`config.mk`:
```
export PLATFORM = sky130hd
export DESIGN_NAME = loader_mem_writer
export DESIGN_NICKNAME = d
export VERILOG_FILES = /design/src/rtl/loader_mem_writer.sv
export SDC_FILE = /design/constraint.sdc
export NUM_CORES = 1
export LEC_CHECK = 0
export ABC_AREA = 1
export CORE_ASPECT_RATIO = 0.8
export CORE_MARGIN = 3
export CORE_UTILIZATION = 55
export DETAILED_ROUTE_END_ITERATION = 6
export GPL_TIMING_DRIVEN = 0
export PLACE_DENSITY_LB_ADDON = 0.2
export SYNTH_ARGS = -nofsm -noshare
export SYNTH_HDL_FRONTEND = slang
export SYNTH_SLANG_ARGS = --single-unit
```
`constraint.sdc`:
```
create_clock -name clk -period 4 [get_ports clk]
set_clock_uncertainty 0.15 [all_clocks]
set_input_delay 0.8 -clock clk [delete_from_list [all_inputs] [get_ports clk]]
set_output_delay 0.8 -clock clk [all_outputs]
set_load 0.03 [all_outputs]
```
`src/rtl/loader_mem_writer.sv`:
```
// Byte-write buffer between the game loader and the SDRAM controller port.
// Queues byte writes, merges adjacent even/odd pairs, and issues 16-bit req/ack writes.
module loader_mem_writer #(
  parameter int DEPTH = 8,
  parameter int AW    = 22
) (
  input  logic          clk,
  input  logic          resetn,
  input  logic [AW-1:0] wr_addr,
  input  logic [7:0]    wr_data,
  input  logic          wr_en,
  output logic          in_ready,
  output logic          sd_req,
  output logic [AW-2:0] sd_addr,
  output logic [15:0]   sd_din,
  output logic [1:0]    sd_be,
  input  logic          sd_ack,
  output logic          busy,
  output logic          overflow
);

  localparam int PW = $clog2(DEPTH);
  localparam int CW = PW + 1;
  localparam logic [CW-1:0] FULL_COUNT = CW'(DEPTH);

  typedef enum logic {IDLE = 1'b0, ISSUE = 1'b1} state_t;

  logic [AW-1:0] ent_addr_q [DEPTH];
  logic [7:0]    ent_data_q [DEPTH];

  logic [PW-1:0] wr_ptr_q, rd_ptr_q, rd_ptr_nx;
  logic [CW-1:0] count_q, count_d, pop_cnt;
  state_t        state_q, state_d;
  logic          sd_req_q, sd_req_d;
  logic [AW-2:0] sd_addr_q, sd_addr_d;
  logic [15:0]   sd_din_q, sd_din_d;
  logic [1:0]    sd_be_q, sd_be_d;
  logic          pair_q, pair_d;
  logic          busy_q, busy_d;
  logic          overflow_q, overflow_d;

  logic          full, push, pop, merge;
  logic [AW-1:0] head_addr, second_addr, head_inc;
  logic [7:0]    head_data, second_data;

  assign full        = (count_q == FULL_COUNT);
  assign in_ready    = resetn & ~full;
  assign push        = wr_en & in_ready;
  assign pop         = (state_q == ISSUE) & sd_ack;

  assign rd_ptr_nx   = rd_ptr_q + PW'(1);
  assign head_addr   = ent_addr_q[rd_ptr_q];
  assign head_data   = ent_data_q[rd_ptr_q];
  assign second_addr = ent_addr_q[rd_ptr_nx];
  assign second_data = ent_data_q[rd_ptr_nx];
  assign head_inc    = head_addr + AW'(1);

  // Only pairs already queued merge; an all-ones head is odd so it never wraps into a pair.
  assign merge = (count_q >= CW'(2)) & ~head_addr[0] & (second_addr == head_inc);

  always_comb begin
    pop_cnt = '0;
    if (pop) begin
      pop_cnt = pair_q ? CW'(2) : CW'(1);
    end
  end

  always_comb begin
    state_d   = state_q;
    sd_req_d  = sd_req_q;
    sd_addr_d = sd_addr_q;
    sd_din_d  = sd_din_q;
    sd_be_d   = sd_be_q;
    pair_d    = pair_q;
    case (state_q)
      IDLE: begin
        if (count_q != '0) begin
          state_d   = ISSUE;
          sd_req_d  = 1'b1;
          sd_addr_d = head_addr[AW-1:1];
          if (merge) begin
            sd_be_d  = 2'b11;
            sd_din_d = {second_data, head_data};
            pair_d   = 1'b1;
          end else begin
            sd_be_d  = head_addr[0] ? 2'b10 : 2'b01;
            sd_din_d = {head_data, head_data};
            pair_d   = 1'b0;
          end
        end
      end
      ISSUE: begin
        if (sd_ack) begin
          state_d  = IDLE;
          sd_req_d = 1'b0;
        end
      end
      default: state_d = IDLE;
    endcase
  end

  assign count_d    = count_q + CW'(push) - pop_cnt;
  assign busy_d     = (count_d != '0) | (state_d == ISSUE);
  assign overflow_d = overflow_q | (wr_en & full);

  always_ff @(posedge clk) begin
    if (!resetn) begin
      state_q    <= IDLE;
      sd_req_q   <= 1'b0;
      sd_addr_q  <= '0;
      sd_din_q   <= '0;
      sd_be_q    <= '0;
      pair_q     <= 1'b0;
      busy_q     <= 1'b0;
      overflow_q <= 1'b0;
      count_q    <= '0;
      wr_ptr_q   <= '0;
      rd_ptr_q   <= '0;
    end else begin
      state_q    <= state_d;
      sd_req_q   <= sd_req_d;
      sd_addr_q  <= sd_addr_d;
      sd_din_q   <= sd_din_d;
      sd_be_q    <= sd_be_d;
      pair_q     <= pair_d;
      busy_q     <= busy_d;
      overflow_q <= overflow_d;
      count_q    <= count_d;
      wr_ptr_q   <= wr_ptr_q + PW'(push);
      rd_ptr_q   <= rd_ptr_q + PW'(pop_cnt);
    end
  end

  always_ff @(posedge clk) begin
    if (push) begin
      ent_addr_q[wr_ptr_q] <= wr_addr;
      ent_data_q[wr_ptr_q] <= wr_data;
    end
  end

  // Gate with resetn so the outputs are quiet for the whole reset cycle.
  assign sd_req   = sd_req_q & resetn;
  assign busy     = busy_q & resetn;
  assign overflow = overflow_q & resetn;
  assign sd_addr  = sd_addr_q;
  assign sd_din   = sd_din_q;
  assign sd_be    = sd_be_q;

endmodule

```
==> metrics <==
Req. time, crit path 4370 ps; fin crit share 0.945; Cells after Synth 1809; worst vdd ir about 0.42 mV; CP max stage cell buf_1; Fmax ~260 MHz; largest net degree at the start of global routing 20; IO buf count 76; initial drt markers roughly 2600; Final Wtd Congestion approximately 1.0; # setup viols final 0; Post-Place Worst Slack 54.4 ps; post-DP HPWL 37600 um; Final WS setup roughly 220 ps; CTS max path bufs 3; sequential-to-total area share from yosys stat 0.539; worst-skew pair later-pin latency 570 ps; final period demand of the worst path 3780 ps; Worst slew margin 0.413; Mean Syn Cell Area 8.50 um2; Pwr per Cell Area 647 nW/um2; LEAKAGE approximately 7.3 nW; clock transition at the registers of the reported paths 60 ps; die width 193 um; core area 27400 um2; max incr delay on CP about 500 ps; DR DRC count 7; Slew Limit Fails 0; Syn Nets roughly 1900; RSZ-0062 raised after global routing false; critical path, cell by cell ha_1 > buf_2 > clkbuf_2 > clkbuf_2 > buf_1 > o21ai_0 > a21oi_1 > a211oi_1 > a31oi_1 > nand4_1 > nand3_1 > nand2_1 > inv_1; Sinks on Clock Net 294; std cell rows 54; fraction of layout cells with a size suffix above 1 0.0843; count of boundary I/O pins 77; Setup Crit Path Kind reg -> reg; Maximum Capacitance Violations 0; Distinct cells, synth 37; H-Tree Depth 1; Initial Utilization 0.562; failing checks design-rule violations; wire length per cell 23.2 um; CTS tree built; vias in the first global route roughly 13000; Area Growth Syn to Fin 15.9%; fill count 2232; Final nets 1973; Routed Antenna Nets 0; worst hold path type reg -> reg; CTS Buf Count 29; final hold violation count 0; Setup TNS 0 ps; Worst Tran Pin Value just under 900 ps; Synth area leader edfxtp_1; DR vias 14200; DR vias/cell 6.13; crit end category flop; Die H approximately 160 um; cell repeated most along the worst path clkbuf_2; hold buffer count at cts 0; clk root buf clkbuf_16; All-Layer GR Usage 0.355; crit path DAT 4150 ps; flops & latches, synth 294; Yosys top cell area share 0.469; drt first pass iters 7; Util after Layout 0.651; die area 30000 um2; startpoint types flop; first-pass GRT wire length 79200 um; outcome finished with violations; synth top area cells edfxtp_1, nand2_1, dfxtp_1, o21ai_0, inv_1; Yosys warning total 0; Max Fanout on Critical Path 10; Post-Route WL 53600 um; initial antenna violation count 1; n_diodes 0; Synth Cell Area 15400 um2; grt total ovfl 0
## final cells by class
cell class | count | area (um2) | share of cell area
multi-input combinational | 1200 | 5760 | 0.323
clock inverter | 19 | 218 | 0.0122
buffer | 105 | 599 | 0.0336
inverter | 210 | 791 | 0.0444
tap | 364 | 455 | 0.0256
clock buffer | 33 | 741 | 0.0416
sequential | 294 | 8290 | 0.465
timing repair buffer | 85 | 963 | 0.0541
## cell families after synthesis
family	share of synthesized area
fa+ha+maj	0.0124
simple gates	0.220
buf+inv	0.0901
compound gates	0.131
xor+xnor	0.00733
flops	0.539
## where the power goes
group,switching [mW],internal [mW]
clock network,1.15,1.64
registers,0.143,3.57
logic,3.49,1.53
## path summary, 6_finish.rpt
path                     end   startpoint  depth (start not counted)  slack, ps
hold / removal    overflow_q   overflow_q                          2        310
setup reg to reg  sd_din[10]  rd_ptr_q[0]                         13        220
hold reg to reg   overflow_q   overflow_q                          2        310
setup / recovery  sd_din[10]  rd_ptr_q[0]                         13        220
## metal layers
metal / global-route usage / part of all wire / up-vias / wire length (um)
met5: 0 / 0.0011 / - / 59
met4: 0.152 / 0.047 / 2 / 2520
met3: 0.114 / 0.15 / 213 / 8110
met2: 0.494 / 0.40 / 1132 / 21600
met1: 0.513 / 0.40 / 6541 / 21400
li1: - / - / 6277 / -
## critical path: cells and delay by family (launching register included)
kind	cells	cell delay (ps)
AND/OR/NAND/NOR	3	420
flip-flops	1	360
buffers and inverters	5	1640
adder cells (fa/ha/maj)	1	310
AO/OA/AOI/OAI	4	850
## per-stage QoR
step | total power [mW] | area, um2 | hold WS (ps) | cells
after floorplan | 6.83 | 15400 | 272 | 1809
after global placement | 8.41 | 16600 | 287 | 2249
after detailed placement | 8.54 | 16800 | 294 | 2257
after CTS | 11.3 | 17800 | 315 | 2309
after global routing | 12.0 | 17800 | 335 | 2310
final | 11.5 | 17800 | 308 | 2310
## registers in the layout (all words and copies together), names as in the netlist
register	count
count_q	4
overflow_q	1
busy_q	1
sd_req_q	1
pair_q	1
sd_din	16
ent_addr_q	176
rd_ptr_q	3
sd_be	2
sd_addr	21
ent_data_q	64
wr_ptr_q	3
state_q	1
## cell usage after synthesis
library cell,n
nand2_1,446
edfxtp_1,240
inv_1,204
o21ai_0,160
a21oi_1,148
nor2_1,146
nand3_1,143
dfxtp_1,54
buf_2,37
clkbuf_1,31
a31oi_1,22
o21ai_1,22
o211ai_1,18
buf_6,15
nand4_1,13
ha_1,12
buf_1,11
buf_4,11
nand3b_1,11
nor2_2,11
a211oi_1,9
nand2_2,9
xnor2_1,6
xor2_1,5
nor2_4,4
inv_2,3
nand3_2,3
clkinv_1,2
fa_1,2
nor2_8,2
o21a_1,2
or2_2,2
a311oi_1,1
and2_1,1
inv_4,1
nand3_4,1
xor2_2,1
## what timing repair did
action,in CTS,in global routing
resized for setup,0,8
setup buffers,0,1
endpoints found under the setup margin,0,10
## placed cells by master, fill, tap and decap left out, types with 15 or more instances in the layout
master             n
inv_1            204
edfxtp_1         240
clkbuf_16         29
a21oi_1          148
o21ai_1           22
nor2_1           137
dfxtp_1           53
o21ai_0          160
clkbuf_1          34
clkdlybuf4s50_1   76
nand2_1          445
o211ai_1          18
buf_2             37
buf_6             15
a31oi_1           22
nand3_1          143
(Power assumes the default switching activity.)
